### src/rtl/uart_pkg.sv
// Shared types for the UART transmit framer: framer states, transmitter
// handshake phases and the default frame sync byte.
package uart_pkg;

  typedef enum logic [1:0] {
    IDLE,
    DATA,
    CSUM,
    DONE
  } framer_state_e;

  typedef enum logic [1:0] {
    IDLE_TX,
    SENT,
    BUSY
  } tx_phase_e;

  localparam logic [7:0] SYNC_DEFAULT = 8'hA5;

endpackage

### src/rtl/uart_tx_framer_if.sv
// Byte stream in and transmitter handshake out of the framer; the producer and
// transmitter side uses master, the framer uses slave.
interface uart_tx_framer_if;

  logic [7:0] data_in;
  logic       valid_in;
  logic       last_in;
  logic       ready_out;
  logic [7:0] tx_byte_out;
  logic       tx_trigger_out;
  logic       tx_busy_in;
  logic       frame_done_out;

  modport master (
    output data_in, valid_in, last_in, tx_busy_in,
    input  ready_out, tx_byte_out, tx_trigger_out, frame_done_out
  );

  modport slave (
    input  data_in, valid_in, last_in, tx_busy_in,
    output ready_out, tx_byte_out, tx_trigger_out, frame_done_out
  );

endinterface

### src/rtl/sync_fifo.sv
// Single-clock FIFO with first-word fall-through read data; pushes when full
// and pops when empty are ignored.
module sync_fifo #(
  parameter int WIDTH = 9,
  parameter int DEPTH = 16
) (
  input  logic                     clk_in,
  input  logic                     rst_in,
  input  logic                     wr_en,
  input  logic [WIDTH-1:0]         wr_data,
  input  logic                     rd_en,
  output logic [WIDTH-1:0]         rd_data,
  output logic                     full,
  output logic                     empty,
  output logic [$clog2(DEPTH):0]   count
);

  localparam int AW = $clog2(DEPTH);
  localparam logic [AW:0] FULL_CNT = DEPTH[AW:0];

  logic [WIDTH-1:0] mem [DEPTH];
  logic [AW-1:0]    wr_ptr;
  logic [AW-1:0]    rd_ptr;
  logic [AW:0]      cnt;
  logic             do_wr;
  logic             do_rd;

  assign do_wr   = wr_en && !full;
  assign do_rd   = rd_en && !empty;
  assign full    = (cnt == FULL_CNT);
  assign empty   = (cnt == '0);
  assign count   = cnt;
  assign rd_data = mem[rd_ptr];

  always_ff @(posedge clk_in) begin
    if (rst_in) begin
      wr_ptr <= '0;
      rd_ptr <= '0;
      cnt    <= '0;
    end else begin
      if (do_wr) wr_ptr <= wr_ptr + 1'b1;
      if (do_rd) rd_ptr <= rd_ptr + 1'b1;
      case ({do_wr, do_rd})
        2'b10:   cnt <= cnt + 1'b1;
        2'b01:   cnt <= cnt - 1'b1;
        default: cnt <= cnt;
      endcase
    end
  end

  // Storage needs no reset; the pointers define which entries are valid.
  always_ff @(posedge clk_in) begin
    if (do_wr) mem[wr_ptr] <= wr_data;
  end

endmodule

### src/rtl/uart_tx_framer.sv
// Buffers a delimited byte stream and hands each packet to the UART transmitter
// as SYNC, payload, XOR checksum, one registered trigger per byte.
module uart_tx_framer
  import uart_pkg::*;
#(
  parameter int         FIFO_DEPTH = 16,
  parameter logic [7:0] SYNC_BYTE  = SYNC_DEFAULT
) (
  input  logic             clk_in,
  input  logic             rst_in,
  uart_tx_framer_if.slave  bus
);

  localparam int CW = $clog2(FIFO_DEPTH) + 1;
  localparam logic [CW-1:0] FULL_CNT = FIFO_DEPTH[CW-1:0];

  framer_state_e state_q, state_d;
  tx_phase_e     phase_q;
  logic [7:0]    byte_q, byte_d;
  logic [7:0]    csum_q, csum_d;
  logic          trig_q, done_q, done_d;
  logic          fire, pop, push, line_free;
  logic [8:0]    fifo_rd_data;
  logic          fifo_full, fifo_empty;
  logic [CW-1:0] fifo_count;

  assign bus.ready_out      = !rst_in && (fifo_count != FULL_CNT);
  assign push               = bus.valid_in && bus.ready_out && !fifo_full;
  assign bus.tx_byte_out    = byte_q;
  assign bus.tx_trigger_out = trig_q;
  assign bus.frame_done_out = done_q;

  // The line counts as free only once the previous trigger has seen busy rise and fall.
  assign line_free = (phase_q == IDLE_TX) && !bus.tx_busy_in;

  sync_fifo #(.WIDTH(9), .DEPTH(FIFO_DEPTH)) u_fifo (
    .clk_in  (clk_in),
    .rst_in  (rst_in),
    .wr_en   (push),
    .wr_data ({bus.last_in, bus.data_in}),
    .rd_en   (pop),
    .rd_data (fifo_rd_data),
    .full    (fifo_full),
    .empty   (fifo_empty),
    .count   (fifo_count)
  );

  always_comb begin
    state_d = state_q;
    byte_d  = byte_q;
    csum_d  = csum_q;
    fire    = 1'b0;
    pop     = 1'b0;
    done_d  = 1'b0;
    case (state_q)
      IDLE: begin
        if (!fifo_empty && line_free) begin
          fire    = 1'b1;
          byte_d  = SYNC_BYTE;
          csum_d  = '0;
          state_d = DATA;
        end
      end
      DATA: begin
        if (!fifo_empty && line_free) begin
          fire   = 1'b1;
          pop    = 1'b1;
          byte_d = fifo_rd_data[7:0];
          csum_d = csum_q ^ fifo_rd_data[7:0];
          if (fifo_rd_data[8]) state_d = CSUM;
        end
      end
      CSUM: begin
        if (line_free) begin
          fire    = 1'b1;
          byte_d  = csum_q;
          state_d = DONE;
        end
      end
      DONE: begin
        if (phase_q == IDLE_TX) begin
          done_d  = 1'b1;
          state_d = IDLE;
        end
      end
      default: state_d = IDLE;
    endcase
  end

  always_ff @(posedge clk_in) begin
    if (rst_in) begin
      state_q <= IDLE;
      phase_q <= IDLE_TX;
      byte_q  <= '0;
      csum_q  <= '0;
      trig_q  <= 1'b0;
      done_q  <= 1'b0;
    end else begin
      state_q <= state_d;
      byte_q  <= byte_d;
      csum_q  <= csum_d;
      trig_q  <= fire;
      done_q  <= done_d;
      if (fire) begin
        phase_q <= SENT;
      end else begin
        case (phase_q)
          SENT:    if (bus.tx_busy_in)  phase_q <= BUSY;
          BUSY:    if (!bus.tx_busy_in) phase_q <= IDLE_TX;
          default: phase_q <= IDLE_TX;
        endcase
      end
    end
  end

endmodule

### src/flat_wrapper.sv
// flat-port wrapper written by rule: the top's interface ports become plain ports
module uart_tx_framer_flat import uart_pkg::*;
#(
  parameter int         FIFO_DEPTH = 16,
  parameter logic [7:0] SYNC_BYTE  = SYNC_DEFAULT
)
  (clk_in, rst_in, bus_data_in, bus_valid_in, bus_last_in, bus_tx_busy_in, bus_ready_out, bus_tx_byte_out, bus_tx_trigger_out, bus_frame_done_out);
  uart_tx_framer_if bus_i ();
  input  logic clk_in;
  input  logic rst_in;
  input wire logic [$bits(bus_i.data_in)-1:0] bus_data_in;
  input wire logic [$bits(bus_i.valid_in)-1:0] bus_valid_in;
  input wire logic [$bits(bus_i.last_in)-1:0] bus_last_in;
  input wire logic [$bits(bus_i.tx_busy_in)-1:0] bus_tx_busy_in;
  output wire logic [$bits(bus_i.ready_out)-1:0] bus_ready_out;
  output wire logic [$bits(bus_i.tx_byte_out)-1:0] bus_tx_byte_out;
  output wire logic [$bits(bus_i.tx_trigger_out)-1:0] bus_tx_trigger_out;
  output wire logic [$bits(bus_i.frame_done_out)-1:0] bus_frame_done_out;
  assign bus_i.data_in = bus_data_in;
  assign bus_i.valid_in = bus_valid_in;
  assign bus_i.last_in = bus_last_in;
  assign bus_i.tx_busy_in = bus_tx_busy_in;
  assign bus_ready_out = bus_i.ready_out;
  assign bus_tx_byte_out = bus_i.tx_byte_out;
  assign bus_tx_trigger_out = bus_i.tx_trigger_out;
  assign bus_frame_done_out = bus_i.frame_done_out;
  uart_tx_framer #(.FIFO_DEPTH(FIFO_DEPTH), .SYNC_BYTE(SYNC_BYTE)) u_core (.clk_in(clk_in), .rst_in(rst_in), .bus(bus_i));
endmodule
### config.mk
export PLATFORM = sky130hd
export DESIGN_NAME = uart_tx_framer_flat
export DESIGN_NICKNAME = d
export VERILOG_FILES = /design/src/rtl/uart_pkg.sv /design/src/rtl/uart_tx_framer_if.sv /design/src/rtl/sync_fifo.sv /design/src/rtl/uart_tx_framer.sv /design/src/flat_wrapper.sv
export SDC_FILE = /design/constraint.sdc
export NUM_CORES = 1
export LEC_CHECK = 0
export ABC_AREA = 1
export CORE_ASPECT_RATIO = 1.25
export CORE_MARGIN = 5
export CORE_UTILIZATION = 55
export DETAILED_ROUTE_END_ITERATION = 7
export GPL_TIMING_DRIVEN = 0
export PLACE_DENSITY = 0.75
export SLEW_MARGIN = 20
export SYNTH_ARGS = -nofsm -noshare
export SYNTH_HDL_FRONTEND = slang
export SYNTH_SLANG_ARGS = --single-unit
export TNS_END_PERCENT = 10
### constraint.sdc
create_clock -name clk_in -period 2.1 [get_ports clk_in]
set_input_delay 0.525 -clock clk_in [delete_from_list [all_inputs] [get_ports clk_in]]
set_output_delay 0.525 -clock clk_in [all_outputs]
set_load 0.03 [all_outputs]
==> impl_metrics.csv, run 1 <==
group,metric,value,unit
timing,setup_violations,1,
power_and_ir_drop,p_leak,3.45,nW
yosys,ys_ff_latch,183,
route,num_vias,5719,
floorplanning,pin_count,24,
place,portBuffers,23,
timing,hold_slack,436,ps
clocking,clkLatencyLatePin,430,ps
route,drtIter0Drc,662,
final_layout,final_net_count,828,
clocking,h-tree-depth,4,
route,postRouteAntennaNets,0,
min_path,hold_start,"u_core.phase_q[1]",
min_path,hold_class,"flop to flop",
route,routedWlPerCell,19.8,µm
yosys,ys_warn_count,0,
global_routing,overflow,0,
global_routing,grt_pass1_wl,29700,µm
global_routing,grt_max_degree,17,
min_path,holdPathStages,1,
flow_run,maxCapViolCount,0,
yosys,synth_common_cells,"144 x edfxtp_1, 102 x nand2_1, 101 x inv_1",
yosys,yosysMostFrequentCell,"edfxtp_1",
final_layout,fin_util,0.657,
floorplanning,core_area,14300,µm²
critical_path,reg2regPathDepth,16,
yosys,synth_area,7940,µm²
yosys,yosysSeqAreaShare,0.643,
critical_path,timing.rr.start,"u_core.state_q[1]",
clocking,clkTransAtPathRegs,60,ps
yosys,synth_flop_cell,"edfxtp_1",
yosys,yosys-top-cells-area,"edfxtp_1 54%, dfxtp_1 9.8%, nand2_1 4.8%",
floorplanning,die_area,17000,µm²
critical_path,cp.required,2460,ps
timing,fin_setup_tns,-3.74,ps
floorplanning,die_y,144,µm
min_path,hold_end,"u_core.phase_q[1]",
yosys,synth_compound_area_frac,0.128,
clocking,cts_root_buf,"clkbuf_16",
yosys,synth_top_family_by_area,"compound AO/OA/AOI/OAI gates",
critical_path,r2r-end,"u_core.u_fifo.count[4]",
route,remaining_drc_errors,0,
clocking,clock-sinks,183,
place,placed_area,8400,µm²
floorplanning,initial_utilization,0.556,
yosys,synth_edf_count,144,
floorplanning,die-width,117,µm
status,violations,"setup timing",
yosys,synth_adder_area_share,0.0205,
clocking,cts_tree,"built",
yosys,syn-num-nets,764,
critical_path,reg2reg_slack,-4,ps
critical_path,crit_fanout,5,
timing,finClkSkew,6.21,ps
timing,worst_slack,-3.74,ps
place,dp_slack,-1170,ps
final_layout,drive_gt1_frac,0.178,
status,outcome,"finished, violations left",
place,dp.cells,939,
critical_path,worst_setup_path_end_kind,"flop",
timing,rsz0062_at_grt,"true",
timing,worst_pin_slew,675,ps
global_routing,grt_pass1_vias,5605,
timing,period_minus_slack,2100,ps
yosys,yosysUniqueCellTypes,34,
timing,hold_violations,0,
final_layout,final_cells,993,
yosys,synth_simple_gate_area_frac,0.120,
timing,fin_crit_sh,1.00,
timing,final_max_slew_viol_count,0,
route,dr.pass1.iters,6,
floorplanning,num_rows,49,
power_and_ir_drop,power,9.31,mW
yosys,synthXorXnorAreaFrac,0.00441,
critical_path,worstPathArrival,2460,ps
power_and_ir_drop,peakVddDrop,0.796,mV
global_routing,antenna_found_initial,0,
final_layout,synthToLayoutAreaGrowth,18.2,%
clocking,cts_hold_buf,0,
route,vias_per_cell,5.76,
timing,max_freq,475,MHz
power_and_ir_drop,power_density,992,nW/µm²
critical_path,critPathKind,"flop to flop",
global_routing,grt.total_usage,0.230,
final_layout,stdcell_area,9390,µm²
yosys,synth_cells,738,
critical_path,startpoint_type,"flop",
yosys,synth_mux_area_frac,0.00252,
yosys,synth_area_per_cell,10.8,µm²
yosys,synthArstFlopShare,0,
clocking,clockBufferDepth,2,
timing,max_slew_margin,0.549,
yosys,synth_top_area_frac,0.544,
yosys,synth_top_area_cell,"edfxtp_1",
clocking,numCtsBuffers,17,
place,place_congestion,0.971,
final_layout,antenna_cells,0,
route,totalWireLength,19700,µm
place,hpwl,13000,µm
-- power by group --
group / internal, mW / switching (mW) / total [mW] / leakage [nW]
clock: 1.85 / 1.28 / 3.13 / 0.273
combinational: 0.735 / 1.29 / 2.02 / 1.56
sequential: 4.05 / 0.112 / 4.16 / 1.62
total: 6.63 / 2.68 / 9.31 / 3.45
-- worst max-delay path, cell delays in order, from the launching register on --
cell	delay (ps)
dfxtp_4	380
inv_4	50
ha_4	160
buf_8	130
inv_4	70
nor2_4	30
buf_6	120
ha_4	180
ha_1	300
inv_1	60
nor2_1	110
nand2_2	70
nand2_1	60
nand2_1	40
nand2_1	60
nand2_1	60
a21oi_2	140
-- routing by layer --
layer	global-route usage	wire (µm)
met1	0.266	7510
met2	0.408	10100
met3	0.0563	1320
met4	0.105	723
met5	0	0
-- placed cells by master, fill, tap and decap left out, types with 8 or more instances in the layout --
cell,netlist,routed
ha_1,13,10
dfxtp_1,39,30
o21ai_1,10,10
buf_6,11,12
edfxtp_1,144,144
buf_4,2,22
clkbuf_16,0,17
clkdlybuf4s50_1,0,20
clkbuf_1,5,8
buf_2,17,16
inv_1,101,96
nand3_1,63,60
o21ai_0,49,49
nor2_4,2,16
nand2_1,102,100
o211ai_1,32,32
a21oi_1,64,64
nor2_1,43,24
-- area by class of cell --
| class | instances | area (µm²) |
|---|---|---|
| Clock inverter | 11 | 131 |
| Buffer | 36 | 264 |
| Inverter | 107 | 410 |
| Fill cell | 1052 | 4890 |
| Sequential cell | 183 | 5120 |
| Clock buffer | 21 | 440 |
| Tap cell | 178 | 223 |
| Multi-Input combinational cell | 412 | 2380 |
| Timing Repair Buffer | 45 | 418 |
-- cells by family after synthesis --
| group | Yosys count |
|---|---|
| and+or+nand+nor | 220 |
| DFF | 183 |
| AOI/OAI and AO/OA | 173 |
| buffers and inverters | 143 |
| adders and majority gates | 13 |
| xor gates and xnor gates | 4 |
| muxes | 2 |
-- worst max path at each step --
stage	start	end	slack, ps
after detailed placement	rst_in	u_core.u_fifo.mem[3][5]	-1170
after global routing	u_core.phase_q[1]	u_core.u_fifo.count[4]	-120
after CTS	u_core.state_q[1]	u_core.u_fifo.count[4]	-60
after floorplan	u_core.state_q[1]	u_core.u_fifo.count[4]	9
after global placement	rst_in	u_core.u_fifo.mem[3][0]	-1070
final	u_core.state_q[1]	u_core.u_fifo.count[4]	-4
-- timing repair --
item / CTS / global route
gates resized for setup: 39 / 37
endpoints found under the setup margin: 149 / 156
pin swaps: 3 / 11
setup buffers: 5 / 17
-- state kept, by name (all words and copies together), names as in the netlist, named ones only --
register / cells
u_core.bus.frame_done_out: 1
u_core.bus.tx_byte_out: 8
u_core.bus.tx_trigger_out: 1
u_core.csum_q: 8
u_core.phase_q: 2
u_core.state_q: 2
u_core.u_fifo.count: 5
u_core.u_fifo.mem: 144
u_core.u_fifo.rd_ptr: 4
u_core.u_fifo.wr_ptr: 4
Note: power is estimated with default switching activity, not from simulation.
==> run 2: changes to the inputs <==
- SLEW_MARGIN: 20 -> not set
==> results of run 2 <==
No change in the layout: final DEF, timing and power equal those of run 1.
